### src/rtl/morse_char_decoder_pkg.sv
// morse_pkg: shared FSM states, symbol encoding and the Morse-to-ASCII table.
package morse_pkg;
    typedef enum logic [1:0] {IDLE, COLLECT, EMIT} state_t;
    localparam int MAX_SYMBOLS_DEF = 6;
    localparam logic [7:0] ASCII_UNKNOWN = 8'h3F;
    localparam logic DOT_BIT = 1'b0;
    localparam logic DASH_BIT = 1'b1;
    // First symbol sits in the most significant of the len low bits of pat.
    function automatic logic [7:0] morse_lookup(input logic [2:0] len, input logic [5:0] pat);
        case ({len, pat})
            {3'd1, 6'b000000}: return "E";
            {3'd1, 6'b000001}: return "T";
            {3'd2, 6'b000000}: return "I";
            {3'd2, 6'b000001}: return "A";
            {3'd2, 6'b000010}: return "N";
            {3'd2, 6'b000011}: return "M";
            {3'd3, 6'b000000}: return "S";
            {3'd3, 6'b000001}: return "U";
            {3'd3, 6'b000010}: return "R";
            {3'd3, 6'b000011}: return "W";
            {3'd3, 6'b000100}: return "D";
            {3'd3, 6'b000101}: return "K";
            {3'd3, 6'b000110}: return "G";
            {3'd3, 6'b000111}: return "O";
            {3'd4, 6'b000000}: return "H";
            {3'd4, 6'b000001}: return "V";
            {3'd4, 6'b000010}: return "F";
            {3'd4, 6'b000100}: return "L";
            {3'd4, 6'b000110}: return "P";
            {3'd4, 6'b000111}: return "J";
            {3'd4, 6'b001000}: return "B";
            {3'd4, 6'b001001}: return "X";
            {3'd4, 6'b001010}: return "C";
            {3'd4, 6'b001011}: return "Y";
            {3'd4, 6'b001100}: return "Z";
            {3'd4, 6'b001101}: return "Q";
            {3'd5, 6'b001111}: return "1";
            {3'd5, 6'b000111}: return "2";
            {3'd5, 6'b000011}: return "3";
            {3'd5, 6'b000001}: return "4";
            {3'd5, 6'b000000}: return "5";
            {3'd5, 6'b010000}: return "6";
            {3'd5, 6'b011000}: return "7";
            {3'd5, 6'b011100}: return "8";
            {3'd5, 6'b011110}: return "9";
            {3'd5, 6'b011111}: return "0";
            default:           return ASCII_UNKNOWN;
        endcase
    endfunction
endpackage

### src/rtl/morse_char_decoder_if.sv
// morse_char_if: valid/ready character channel from the decoder to the UI stage.
interface morse_char_if;
    logic       char_valid;
    logic       char_ready;
    logic [7:0] char_data;
    modport master (output char_valid, output char_data, input char_ready);
    modport slave  (input char_valid, input char_data, output char_ready);
endinterface

### src/rtl/morse_char_decoder_lut.sv
// morse_lut: combinational {length, pattern} to ASCII, '?' for unknown or overflowed codes.
module morse_lut
    import morse_pkg::*;
#(
    parameter int W = MAX_SYMBOLS_DEF
) (
    input  logic [2:0]   i_len,
    input  logic [W-1:0] i_pattern,
    input  logic         i_bad,
    output logic [7:0]   o_char
);
    assign o_char = i_bad ? ASCII_UNKNOWN : morse_lookup(i_len, 6'(i_pattern));
endmodule

### src/rtl/morse_char_decoder.sv
// morse_char_decoder: collects dot/dash strobes and emits one ASCII character per letter gap
// over a valid/ready channel, buffering the next character's symbols while stalled.
module morse_char_decoder
    import morse_pkg::*;
#(
    parameter int MAX_SYMBOLS = MAX_SYMBOLS_DEF,
    parameter int CNT_W = 32
) (
    input  logic             clk,
    input  logic             rst,
    input  logic             dot_pulse,
    input  logic             dash_pulse,
    input  logic             clear,
    input  logic [CNT_W-1:0] timeout_cycles,
    morse_char_if.master     chr,
    output logic [2:0]       sym_count,
    output logic             overflow
);
    state_t                 r_state;
    logic [MAX_SYMBOLS-1:0] r_pattern;
    logic [2:0]             r_sym_count;
    logic [CNT_W-1:0]       r_gap_cnt;
    logic                   r_bad;
    logic                   r_char_valid;
    logic [7:0]             r_char_data;
    logic                   r_overflow;
    logic [CNT_W-1:0]       w_t;
    logic                   w_sym;
    logic                   w_full;
    logic                   w_accept;
    logic                   w_expired;
    logic [7:0]             w_char;
    assign w_t       = (timeout_cycles == '0) ? CNT_W'(1) : timeout_cycles;
    assign w_sym     = dot_pulse | dash_pulse;
    assign w_full    = r_sym_count == 3'(MAX_SYMBOLS);
    assign w_accept  = w_sym && !w_full;
    assign w_expired = r_gap_cnt >= w_t;
    morse_lut #(.W(MAX_SYMBOLS)) u_lut (
        .i_len     (r_sym_count),
        .i_pattern (r_pattern),
        .i_bad     (r_bad),
        .o_char    (w_char)
    );
    // Dropped (overflow) symbols neither shift nor restart the gap, they only poison the character.
    always_ff @(posedge clk) begin
        r_overflow <= 1'b0;
        if (rst) begin
            r_state      <= IDLE;
            r_pattern    <= '0;
            r_sym_count  <= '0;
            r_gap_cnt    <= '0;
            r_bad        <= 1'b0;
            r_char_valid <= 1'b0;
            r_char_data  <= 8'h00;
        end else if (clear) begin
            r_state      <= IDLE;
            r_pattern    <= '0;
            r_sym_count  <= '0;
            r_gap_cnt    <= '0;
            r_bad        <= 1'b0;
            r_char_valid <= 1'b0;
        end else begin
            if (w_accept) begin
                r_pattern   <= {r_pattern[MAX_SYMBOLS-2:0], dash_pulse ? DASH_BIT : DOT_BIT};
                r_sym_count <= r_sym_count + 3'd1;
                r_gap_cnt   <= '0;
            end
            if (w_sym && w_full) begin
                r_overflow <= 1'b1;
                r_bad      <= 1'b1;
            end
            case (r_state)
                IDLE: if (w_accept) r_state <= COLLECT;
                COLLECT: begin
                    if (!w_accept && w_expired) begin
                        r_char_data  <= w_char;
                        r_char_valid <= 1'b1;
                        r_pattern    <= '0;
                        r_sym_count  <= '0;
                        r_gap_cnt    <= '0;
                        r_bad        <= 1'b0;
                        r_state      <= EMIT;
                    end else if (!w_accept) r_gap_cnt <= r_gap_cnt + CNT_W'(1);
                end
                default: begin
                    if (!w_accept && !w_expired) r_gap_cnt <= r_gap_cnt + CNT_W'(1);
                    // A pending character always re-enters through COLLECT, giving the one-cycle valid gap.
                    if (r_char_valid && chr.char_ready) begin
                        r_char_valid <= 1'b0;
                        r_state      <= (r_sym_count == '0 && !w_accept) ? IDLE : COLLECT;
                    end
                end
            endcase
        end
    end
    assign chr.char_valid = r_char_valid;
    assign chr.char_data  = r_char_data;
    assign sym_count      = r_sym_count;
    assign overflow       = r_overflow;
endmodule

### src/flat_wrapper.sv
// flat-port wrapper written by rule: the top's interface ports become plain ports
module morse_char_decoder_flat import morse_pkg::*;
#(
    parameter int MAX_SYMBOLS = MAX_SYMBOLS_DEF,
    parameter int CNT_W = 32
)
  (clk, rst, dot_pulse, dash_pulse, clear, timeout_cycles, sym_count, overflow, chr_char_valid, chr_char_data, chr_char_ready);
  morse_char_if chr_i ();
  input  logic clk;
  input  logic rst;
  input  logic dot_pulse;
  input  logic dash_pulse;
  input  logic clear;
  input  logic [CNT_W-1:0] timeout_cycles;
  output logic [2:0] sym_count;
  output logic overflow;
  output wire logic [$bits(chr_i.char_valid)-1:0] chr_char_valid;
  output wire logic [$bits(chr_i.char_data)-1:0] chr_char_data;
  input wire logic [$bits(chr_i.char_ready)-1:0] chr_char_ready;
  assign chr_char_valid = chr_i.char_valid;
  assign chr_char_data = chr_i.char_data;
  assign chr_i.char_ready = chr_char_ready;
  morse_char_decoder #(.MAX_SYMBOLS(MAX_SYMBOLS), .CNT_W(CNT_W)) u_core (.clk(clk), .rst(rst), .dot_pulse(dot_pulse), .dash_pulse(dash_pulse), .clear(clear), .timeout_cycles(timeout_cycles), .chr(chr_i), .sym_count(sym_count), .overflow(overflow));
endmodule
### config.mk
export PLATFORM = sky130hd
export DESIGN_NAME = morse_char_decoder_flat
export DESIGN_NICKNAME = d
export VERILOG_FILES = /design/src/rtl/morse_char_decoder_pkg.sv /design/src/rtl/morse_char_decoder_if.sv /design/src/rtl/morse_char_decoder_lut.sv /design/src/rtl/morse_char_decoder.sv /design/src/flat_wrapper.sv
export SDC_FILE = /design/constraint.sdc
export NUM_CORES = 1
export LEC_CHECK = 0
export ABC_CLOCK_PERIOD_IN_PS = 6560
export BUFFER_PORTS_ARGS = -buffer_cell sky130_fd_sc_hd__buf_2
export CAP_MARGIN = 20
export CORE_MARGIN = 3
export CORE_UTILIZATION = 58
export DETAILED_ROUTE_END_ITERATION = 10
export HOLD_SLACK_MARGIN = 0.06
export PLACE_DENSITY = 0.75
export SLEW_MARGIN = 10
export SYNTH_ARGS = -nofsm -noshare
export SYNTH_HDL_FRONTEND = slang
export SYNTH_SLANG_ARGS = --single-unit
### constraint.sdc
create_clock -name clk -period 6.56 [get_ports clk]
set_input_delay 1.312 -clock clk [delete_from_list [all_inputs] [get_ports clk]]
set_output_delay 1.312 -clock clk [all_outputs]
set_load 0.02 [all_outputs]
==> flow_summary.yaml <==
cells_and_area:
  fin_nets: 685
  insertedDiodeCount: 0
  drive_gt1_frac: 0.131
  areaGrowthSynthToFinish_pct: 8.36
floorplanning:
  rows: 31
  start_util: 0.602
  die_w_um: 93.3
  dieArea_mm2: 0.00870
  core-area_mm2: 0.00733
  io-pin-count: 51
  die-height_um: 93.3
detailed_routing:
  met2_length_mm: 5.63
  drc_errors: 0
  highest_layer: "met4"
  vias: 4486
  first_pass_iters: 6
  wl_met3_um: 587
  wl_met1_mm: 5.02
  finalWirelength_mm: 11.4
  final_antenna_net_count: 0
  vias_per_cell: 6.32
  wl_per_cell_um: 16.1
  drtIter0Drc: 321
sta:
  fmax_ghz: 0.214
  hold_violations: 0
  tightest_slew_ns: 1.08
  relSlewSlack: 0.279
  rsz0062_at_grt: "false"
  worst_clock_skew_ns: 0.00962
  finalSetupTns_ns: 0
  period_needed_ns: 4.67
  timing.final.max_slew_violations: 0
  setup_violations: 0
  setup_ws_ns: 1.89
  finalCritPeriodShare: 0.712
pwr:
  p_int_mw: 0.426
  power_frac_seq: 0.567
  clkPwrFrac: 0.319
  ir_drop_uv: 98.8
  finalPower_mw: 0.577
  powerDensity_mw_per_mm2: 121
  leakage_nw: 1.95
  p_sw_mw: 0.151
  power_frac_comb: 0.115
  swShare: 0.261
global_route:
  grt_usage: 0.265
  overflow: 0
  grt_pass1_vias: 4180
  grt_max_degree: 36
  grt_pass1_wl_mm: 19.3
  antenna_found_initial: 0
min_path:
  min_path_type: "reg2reg"
  hold_start: "u_core.chr.char_valid"
  min_to: "u_core.chr.char_valid"
  hold_depth: 2
cts:
  cts_made_buffers: 5
  cts_hold_buf: 0
  cts_sinks: 53
  cts_buffer_depth: 2
  ctsResizeCount: 0
  cts_setup_buffers: 0
  clk_latency_ns: 0.31
  cts-root-buf: "clkbuf_8"
  htreeDepth: 2
  clk_pin_slew_ns: 0.10
  cts_tree: "built"
synthesis:
  async_flop_share: 0
  ys.flop_type: "dfxtp_1"
  muxShareOfSynthArea: 0.00935
  yosysMostFrequentCell: "dfxtp_1"
  synth-compound-area-share: 0.245
  netlist_area_mm2: 0.00442
  synthCells: 582
  synth_edf_count: 0
  synthesis.nets: 657
  synthAdderAreaFrac: 0.105
  synthXorXnorAreaFrac: 0.00793
  ys_seq_area_frac: 0.240
  yosysTopAreaCell: "dfxtp_1"
  yosysWarnings: 0
  synth_top_area_frac: 0.240
  syn-mean-instance-area_um2: 7.59
  yosysUniqueCellTypes: 74
  yosys-top-cells-area: "dfxtp_1 (24%), ha_1 (10%), a221o_1 (5.7%)"
  synth_commonest_cells: "dfxtp_1 (53), nand2_1 (52), nor3_1 (50)"
  ys_ff_latch: 53
  synth_top_family_by_area: "simple AND/OR/NAND/NOR gates"
  synth-simple-area-share: 0.322
setup_path:
  cp_slowest_cell: "nor2_2"
  crit_required_ns: 6.81
  critPathTopFamily: "simple AND/OR/NAND/NOR gates"
  crit_fanout: 35
  r2r_setup_slack_ns: 3.25
  crit_arrival_ns: 4.92
  r2r_start: "u_core.r_gap_cnt[0]"
  worstSetupPathType: "in2reg"
  critPathMaxStageDelay_ns: 0.88
  crit_cells: 12
  end_kind: "flop"
  path_buf_inv: 2
  ff2ff_path_depth: 9
  critPathLaunchType: "input pin"
  reg2reg_to: "u_core.r_gap_cnt[20]"
  crit_chain: "buf_2, nor4_1, nand4_1, o21bai_1, ha_1, nand2b_1, a2111oi_0, o32a_1, a21boi_2, buf_4, nor2_2, a221o_1"
place:
  io_buffers: 49
  pre_cts_slack_ns: 1.64
  hpwlAfterDp_mm: 8.53
  place_congestion: 0.920
flow_run:
  maxCapViolCount: 0
status:
  run_status: "finished, final reports clean"
[metal layers]
layer,GRT usage,up-vias
met3,0.0378,13
met1,0.331,2083
li1,-,2251
met4,0.0623,0
met2,0.476,139
met5,0,-
[power by group through the flow]
stage	clock network (mW)	logic (mW)	registers (mW)
2_1_floorplan	0	0.0421	0.333
3_3_place_gp	0	0.0631	0.334
3_5_place_dp	0	0.0652	0.334
4_1_cts	0.186	0.0655	0.327
5_1_grt	0.203	0.0752	0.328
6_report	0.184	0.0661	0.327
[registers in the layout (all words and copies together) (netlist names)]
| register | flops |
|---|---|
| u_core.r_bad | 1 |
| u_core.r_state | 2 |
| u_core.r_gap_cnt | 32 |
| u_core.chr.char_valid | 1 |
| u_core.chr.char_data | 7 |
| u_core.overflow | 1 |
| u_core.r_pattern | 6 |
| u_core.sym_count | 3 |
[layout by cell type (no fill, tap or decap), types with 3 or more instances in the layout]
cell type / n
a22oi_1: 5
nand2_1: 52
nor2_1: 41
or2_2: 3
nor4b_1: 7
nor2b_1: 5
nand4_1: 15
inv_1: 44
clkbuf_8: 5
nor4_1: 17
o21ai_0: 16
and3_1: 6
and4_1: 3
o21a_1: 4
o211ai_1: 8
nor3_1: 50
mux2i_1: 3
a211oi_1: 6
nor3b_1: 3
nand3_1: 29
ha_1: 37
a21oi_1: 34
a221o_1: 25
and2_1: 9
dfxtp_1: 53
a221oi_1: 4
buf_2: 49
buf_4: 5
o2111ai_1: 4
a311oi_1: 4
o31ai_1: 4
[tightest hold or removal path: stages, from the launching register on]
cell     delay [ns]
dfxtp_1        0.35
nand2_1        0.06
a21oi_1        0.05
[logic make-up after synthesis]
logic type / after synthesis
simple gates: 262
compound gates: 143
buf+inv: 78
flops: 53
fa+ha+maj: 37
xor+xnor: 4
mux: 4
other cells: 1
[how the worst max path moves through the flow]
stage	from	end
after floorplan	timeout_cycles[25]	u_core.r_gap_cnt[13]
after global placement	timeout_cycles[25]	u_core.r_gap_cnt[20]
after detailed placement	timeout_cycles[25]	u_core.r_gap_cnt[20]
after CTS	timeout_cycles[25]	u_core.r_gap_cnt[20]
after global routing	timeout_cycles[25]	u_core.r_gap_cnt[20]
final	timeout_cycles[25]	u_core.r_gap_cnt[20]
[area by class of cell]
type                       count  area (um2)
timing repair buffer          55         298
clock inverter                 2        15.0
multi-input combinational    451        3050
fill                         669        2550
inverter                      44         165
clock buffer                   6        72.6
sequential                    53        1060
tap                           99         124
[metrics by stage]
step / utilization / instance area (um2) / instances / hold slack [ns]
6_report: 0.653 / 4780 / 710 / 0.499
5_1_grt: 0.653 / 4780 / 710 / 0.548
4_1_cts: 0.651 / 4770 / 709 / 0.503
3_5_place_dp: 0.639 / 4680 / 701 / 0.486
3_3_place_gp: 0.639 / 4680 / 701 / 0.477
2_1_floorplan: - / 4420 / 582 / 0.492
No activity file was read; power rests on OpenSTA's default activity.
